<file path="src/rtl/stream_out_buf.sv">
// Circular output buffer for the FIFO stream reader: storage, wrapping
// pointers and occupancy, presented as the valid/data side of the stream.
module stream_out_buf #(
    parameter int DATA_WIDTH = 8,
    parameter int OUT_DEPTH  = 3,
    parameter int LVL_WIDTH  = $clog2(OUT_DEPTH + 1)
) (
    input  logic                  clk,
    input  logic                  rst,
    input  logic                  flush,
    input  logic                  wr_en,
    input  logic [DATA_WIDTH-1:0] wr_data,
    input  logic                  ready,
    output logic                  valid,
    output logic [DATA_WIDTH-1:0] data,
    output logic [LVL_WIDTH-1:0]  level
);

    localparam int PTR_WIDTH = (OUT_DEPTH > 1) ? $clog2(OUT_DEPTH) : 1;
    localparam logic [PTR_WIDTH-1:0] LAST_PTR = PTR_WIDTH'(OUT_DEPTH - 1);
    localparam logic [LVL_WIDTH-1:0] FULL_LVL = LVL_WIDTH'(OUT_DEPTH);

    logic [DATA_WIDTH-1:0] mem [OUT_DEPTH];
    logic [PTR_WIDTH-1:0]  rd_ptr;
    logic [PTR_WIDTH-1:0]  wr_ptr;
    logic [LVL_WIDTH-1:0]  occupancy;
    logic                  pop;

    // Depth need not be a power of two, so wrap on an explicit compare.
    function automatic logic [PTR_WIDTH-1:0] next_ptr(input logic [PTR_WIDTH-1:0] p);
        return (p == LAST_PTR) ? '0 : p + PTR_WIDTH'(1);
    endfunction

    // A handshake coinciding with flush is discarded, not counted.
    assign pop   = valid && ready && !flush;
    assign valid = (occupancy != '0);
    assign data  = mem[rd_ptr];
    assign level = occupancy;

    // NOTE: non-blocking assignments throughout so every register samples
    // pre-edge values; blocking here would make results depend on statement order.
    always_ff @(posedge clk) begin
        if (rst) begin
            rd_ptr    <= '0;
            wr_ptr    <= '0;
            occupancy <= '0;
            // NOTE: storage is cleared on reset so m_data reads 0 afterwards;
            // this costs a reset on every entry and is deliberate here.
            for (int i = 0; i < OUT_DEPTH; i++) begin
                mem[i] <= '0;
            end
        end else if (flush) begin
            rd_ptr    <= '0;
            wr_ptr    <= '0;
            occupancy <= '0;
        end else begin
            if (wr_en) begin
                mem[wr_ptr] <= wr_data;
                wr_ptr      <= next_ptr(wr_ptr);
            end
            if (pop) begin
                rd_ptr <= next_ptr(rd_ptr);
            end
            case ({wr_en, pop})
                2'b10:   occupancy <= occupancy + LVL_WIDTH'(1);
                2'b01:   occupancy <= occupancy - LVL_WIDTH'(1);
                default: occupancy <= occupancy;
            endcase
        end
    end

    a_no_overflow: assert property (@(posedge clk) disable iff (rst)
        !(wr_en && !flush && occupancy == FULL_LVL));

endmodule

</file>
<file path="src/rtl/fifo_stream_reader.sv">
// Read-side engine for the sync FIFO: issues pops against buffer credit,
// absorbs the one-cycle RAM read latency and emits a valid/ready stream.
module fifo_stream_reader #(
    parameter int DATA_WIDTH = 8,
    parameter int OUT_DEPTH  = 3,
    parameter int LVL_WIDTH  = $clog2(OUT_DEPTH + 1)
) (
    input  logic                  clk,
    input  logic                  rst,
    input  logic                  flush,
    output logic                  fifo_rd_en,
    input  logic                  fifo_empty,
    input  logic [DATA_WIDTH-1:0] fifo_rd_data,
    output logic                  m_valid,
    input  logic                  m_ready,
    output logic [DATA_WIDTH-1:0] m_data,
    output logic [LVL_WIDTH-1:0]  level
);

    localparam int CREDIT_WIDTH = LVL_WIDTH + 1;

    logic                    inflight;
    logic [CREDIT_WIDTH-1:0] committed;

    // Credit counts buffered plus in-flight words and ignores m_ready, so the
    // pop request depends on registered state only.
    assign committed  = CREDIT_WIDTH'(level) + CREDIT_WIDTH'(inflight);
    assign fifo_rd_en = !rst && !flush && !fifo_empty
                        && (committed < CREDIT_WIDTH'(OUT_DEPTH));

    always_ff @(posedge clk) begin
        if (rst || flush) begin
            inflight <= 1'b0;
        end else begin
            inflight <= fifo_rd_en;
        end
    end

    stream_out_buf #(
        .DATA_WIDTH(DATA_WIDTH),
        .OUT_DEPTH (OUT_DEPTH),
        .LVL_WIDTH (LVL_WIDTH)
    ) u_out_buf (
        .clk    (clk),
        .rst    (rst),
        .flush  (flush),
        .wr_en  (inflight),
        .wr_data(fifo_rd_data),
        .ready  (m_ready),
        .valid  (m_valid),
        .data   (m_data),
        .level  (level)
    );

    a_no_pop_when_empty: assert property (@(posedge clk)
        !(fifo_rd_en && fifo_empty));

    a_stall_stable: assert property (@(posedge clk) disable iff (rst)
        (m_valid && !m_ready && !flush) |=> $stable(m_data));

endmodule
</file>
<file path="config.mk">
export PLATFORM = sky130hd
export DESIGN_NAME = fifo_stream_reader
export DESIGN_NICKNAME = d
export VERILOG_FILES = /design/src/rtl/stream_out_buf.sv /design/src/rtl/fifo_stream_reader.sv
export SDC_FILE = /design/constraint.sdc
export NUM_CORES = 1
export LEC_CHECK = 0
export CAP_MARGIN = 20
export CORE_UTILIZATION = 50
export CTS_CLUSTER_SIZE = 24
export DETAILED_ROUTE_END_ITERATION = 16
export PLACE_DENSITY = 0.76
export SLEW_MARGIN = 15
export SYNTH_ARGS = -nofsm -noshare
export SYNTH_HDL_FRONTEND = slang
export SYNTH_SLANG_ARGS = --single-unit
</file>
<file path="constraint.sdc">
create_clock -name clk -period 2.2 [get_ports clk]
set_input_delay 0.22 -clock clk [delete_from_list [all_inputs] [get_ports clk]]
set_output_delay 0.22 -clock clk [all_outputs]
set_load 0.005 [all_outputs]
</file>
=== Word level (Yosys, flattened, before mapping) ===
Memory sizes are Yosys's and may differ from the RTL's. A register that Yosys moved wholly into a read port is not among the register bits.
Index checks and enable logic that the tools add are counted.

* Input port bits: 13
* RAM bits: 24
* Word-level logic and storage cells: 42
* Memories: 1
* Bits in registers: 7
* Output and inout port bits: 12

{| class="wikitable"
|+ Memories
! memory !! words !! width !! read ports !! clocked after memory_dff !! wr ports !! RTL line !! source
|-
| u_out_buf.mem || 3 || 8 || 1 || 1 || 3 || stream_out_buf.sv:23 || <nowiki>logic [DATA_WIDTH-1:0] mem [OUT_DEPTH];</nowiki>
|}

* Mux-type cells: 14
* Magnitude comparators: 1
* Add/sub/neg operators: 5
* Reductions and logical operators: 13
* Eq/ne operators: 4

{| class="wikitable"
|+ Operator list
! kind !! count
|-
| $mux 2 || 5
|-
| $mux 8 || 1
|-
| $reduce_or 8->1 || 1
|-
| $mux 1 || 7
|-
| $add 2x1->2 const B || 3
|-
| $eq 2x2->1 const B || 3
|-
| $logic_and 1x1->1 || 5
|-
| $pmux 2 s2 || 1
|-
| $reduce_bool 2->1 || 2
|-
| $add 2x1->3 || 1
|-
| $logic_not 1->1 || 3
|-
| $lt 3x2->1 const B || 1
|-
| $eq 2x1->1 const B || 1
|-
| $reduce_or 2->1 || 1
|-
| $sub 2x1->2 const B || 1
|-
| $logic_or 1x1->1 || 1
|}

=== Logic depth before layout (Yosys ltp) ===
* Depth after elaboration: 6
* Depth in mapped cells: 6
* Mapped depth without buffers: 6

=== By module ===
A second synthesis with hierarchy kept.

* Cells, all modules: 112
* Area total of the unflattened synthesis: 1751.7 um2

{| class="wikitable"
|+ By module, submodules not included
! module !! seq. area each (um2) !! cells an instance !! area each (um2) !! times used
|-
| stream_out_buf || 1121.1 || 106 || 1685.4 || 1
|-
| fifo_stream_reader || 20.0 || 6 || 66.3 || 1
|}

=== Least setup slack after synthesis ===
No wires, ideal clock.

* Path kind: input port to flip-flop
* From: input port flush
* To: memory u_out_buf.mem[3][0], enable pin
* Buffers on the path: 1
* Arrival: 1.257 ns
* Stages on the path: 3
* Slack: 0.560 ns
* Data required time: 1.817 ns
* Setup time: 0.383 ns
* Path through: or2_4 buf_6 nor3_1

{| class="wikitable"
|+ RTL lines
! what !! RTL line !! source
|-
| from (decl) || fifo_stream_reader.sv:10 || <nowiki>input logic flush,</nowiki>
|-
| to (decl) || stream_out_buf.sv:23 ||
|}

==> impl_metrics.tcl <==
set metrics [dict create \
    status "complete, no violations" \
    area_growth_pct 25.19 \
    yosys-top-cells-count "edfxtp_1 (32), and2_1 (24), dfxtp_1 (9)" \
    clk_pin_slew_ns 0.12 \
    ys.flop_type "edfxtp_1" \
    skew_ns 0.01146 \
    synth_area_sq_mm 0.001768 \
    period_share_pct 95.31 \
    numPortBuffers 24 \
    yosysMostFrequentCell "edfxtp_1" \
    start_util_pct 52.57 \
    ys_async_sr_fraction_pct 0 \
    avgSynthCellArea_sq_um 16.07 \
    rows 21 \
    clk_latency_ns 0.34 \
    drcViolationCount 0 \
    crit_chain "buf_4 -> mux4_2 -> clkdlybuf4s50_1" \
    path_max_fanout 8 \
    maxSlewHeadroom_pct 74.26 \
    ys_ff_latch 41 \
    die_width_um 61.47 \
    vdd_drop_max_uv 348.4 \
    dieArea_sq_mm 0.003778 \
    ys_seq_area_share_pct 64.54 \
    grt_overflow 0 \
    track_usage_pct 19.50 \
    tightestPinTransition_ns 0.3856 \
    layout-drive-gt1-share_pct 23.18 \
    wl_per_cell_um 15.95 \
    slowest_stage "mux4_2" \
    antenna_found_initial 0 \
    cp-end-kind "output pin" \
    cts.sinks 41 \
    p_per_area_mw_per_mm2 647.9 \
    vias 1021 \
    setup_viol 0 \
    postLayoutCoreUtil_pct 65.81 \
    die_y_um 61.47 \
    crit_arrival_ns 1.88 \
    timing.fmax_mhz 476.9 \
    p_leak_uw 0.0008082 \
    startpoint_type "register" \
    worstHoldPathType "input pin to register" \
    cts_tree "built" \
    synth_nets 126 \
    grt_pass1_vias 1089 \
    gp_congestion 0.7101 \
    grt_max_degree 14 \
    synth_xor_area_share_pct 0.9908 \
    cts_root_buffer "clkbuf_4" \
    period_needed_ns 2.097 \
    core_area_sq_mm 0.003363 \
    crit_required_ns 1.98 \
    clockBufferDepth 2 \
    drv_slew 0 \
    yosys.area.top_type "edfxtp_1" \
    synth_adder_area_share_pct 2.123 \
    ant_nets 0 \
    htreeDepth 2 \
    cts_made_buffers 5 \
    synthMuxAreaShare_pct 10.76 \
    wirelength_um 3142 \
    drtPass1Iterations 4 \
    nNetsFinal 166 \
    yosysWarnings 0 \
    n_antenna_cell 0 \
    drt_iter0_drc 34 \
    setup_tns_ns 0 \
    yosysUniqueCellTypes 28 \
    rsz0062_at_grt "false" \
    cts_setup_buffers 0 \
    critPathTopFamily "buffers and inverters" \
    syn_inst 110 \
    critPathBufInv 2 \
    grt_first_pass_wirelength_um 4954 \
    post-synth-top-area-fraction_pct 54.35 \
    drv_cap 0 \
    dp_hpwl_um 2253 \
    synth_compound_area_share_pct 3.680 \
    hold_viol 0 \
    critPathKind "register to output pin" \
    ios 25 \
    synth_edf_count 32 \
    synth_simple_gate_area_share_pct 16.35 \
    pre_cts_ws_ns 0.2092 \
    slowest_delay_ns 0.52 \
    synth_area_leaders "edfxtp_1 (54%), dfxtp_1 (10%), mux4_2 (10%), and2_1 (8.5%), nor4_4 (2.4%)" \
    synth_top_family_by_area "simple AND/OR/NAND/NOR gates" \
    fin_ws_ns 0.1033 \
    viasPerCell 5.183 \
]
==> state kept, by name, summed over array words and instances (netlist names), named ones only <==
register	flops
inflight	1
u_out_buf.level	2
u_out_buf.rd_ptr	2
u_out_buf.wr_ptr	2
u_out_buf.mem	32
==> stage by stage <==
stage / hold slack [ns] / total power, uW / instances / instance area [sq um]
5_1_grt: 0.4700 / 1487 / 197 / 2213
4_1_cts: 0.4652 / 1442 / 197 / 2213
3_3_place_gp: 0.4607 / 971.1 / 189 / 2136
3_5_place_dp: 0.5231 / 975.9 / 189 / 2136
6_report: 0.4808 / 1434 / 197 / 2213
2_1_floorplan: 0.2889 / 913.1 / 110 / 1768
==> layer usage <==
metal	GRT usage (%)	vias up	share of wire (%)
met5	0	-	0
met4	8.254	0	0.41
met1	23.02	507	42
met2	34.47	25	53
met3	4.202	2	4.9
li1	-	487	-
==> final timing paths <==
path | startpoint | endpoint | slack [ns] | cells past startpoint
max | register | m_data[1] | 0.10 | 3
min | fifo_empty | inflight | 0.48 | 2
max reg2reg | u_out_buf.level[0] | u_out_buf.level[1] | 0.48 | 6
min reg2reg | u_out_buf.rd_ptr[0] | u_out_buf.rd_ptr[0] | 0.54 | 2
==> area by class of cell <==
class,instances,area (sq um)
Fill cell,266,1150
Clock buffer,5,37.54
Clock inverter,3,41.29
Tap cell,46,57.56
Timing Repair Buffer,36,329.1
Sequential cell,41,1141
Multi-Input combinational cell,64,599.3
Inverter,2,7.507
==> power by group <==
group,internal [uW],switching (uW),total [uW]
registers,850,6.36,857
clock network,235,242,477
logic,58.6,41.2,99.8
==> placed cells by master, fill, tap and decap left out, types with 2 or more instances in the layout <==
cell / instances
or2_1: 3
a21o_1: 2
or3_1: 2
mux4_2: 8
a2111oi_2: 2
nor2_1: 4
edfxtp_1: 32
ha_1: 3
clkdlybuf4s50_1: 23
and2_1: 24
nand2_1: 2
dfxtp_1: 9
nor4_4: 2
clkbuf_4: 5
buf_4: 12
a21oi_1: 2
==> kinds of logic (layout without fill, tap and decap cells) <==
logic type,count (synthesis),after routing
and+or+nand+nor,42,42
DFF,41,41
muxes,9,9
AOI/OAI and AO/OA,8,8
buffers and inverters,5,46
adders and majority gates,3,3
xor gates and xnor gates,2,2
==> repair_timing <==
| item | CTS | global route |
|---|---|---|
| hold endpoints to repair | 0 | 0 |
| hold buffers | 0 | 0 |
| endpoints found under the setup margin | 1 | 0 |
| gates resized for setup | 1 | 0 |
(Power assumes the default switching activity.)
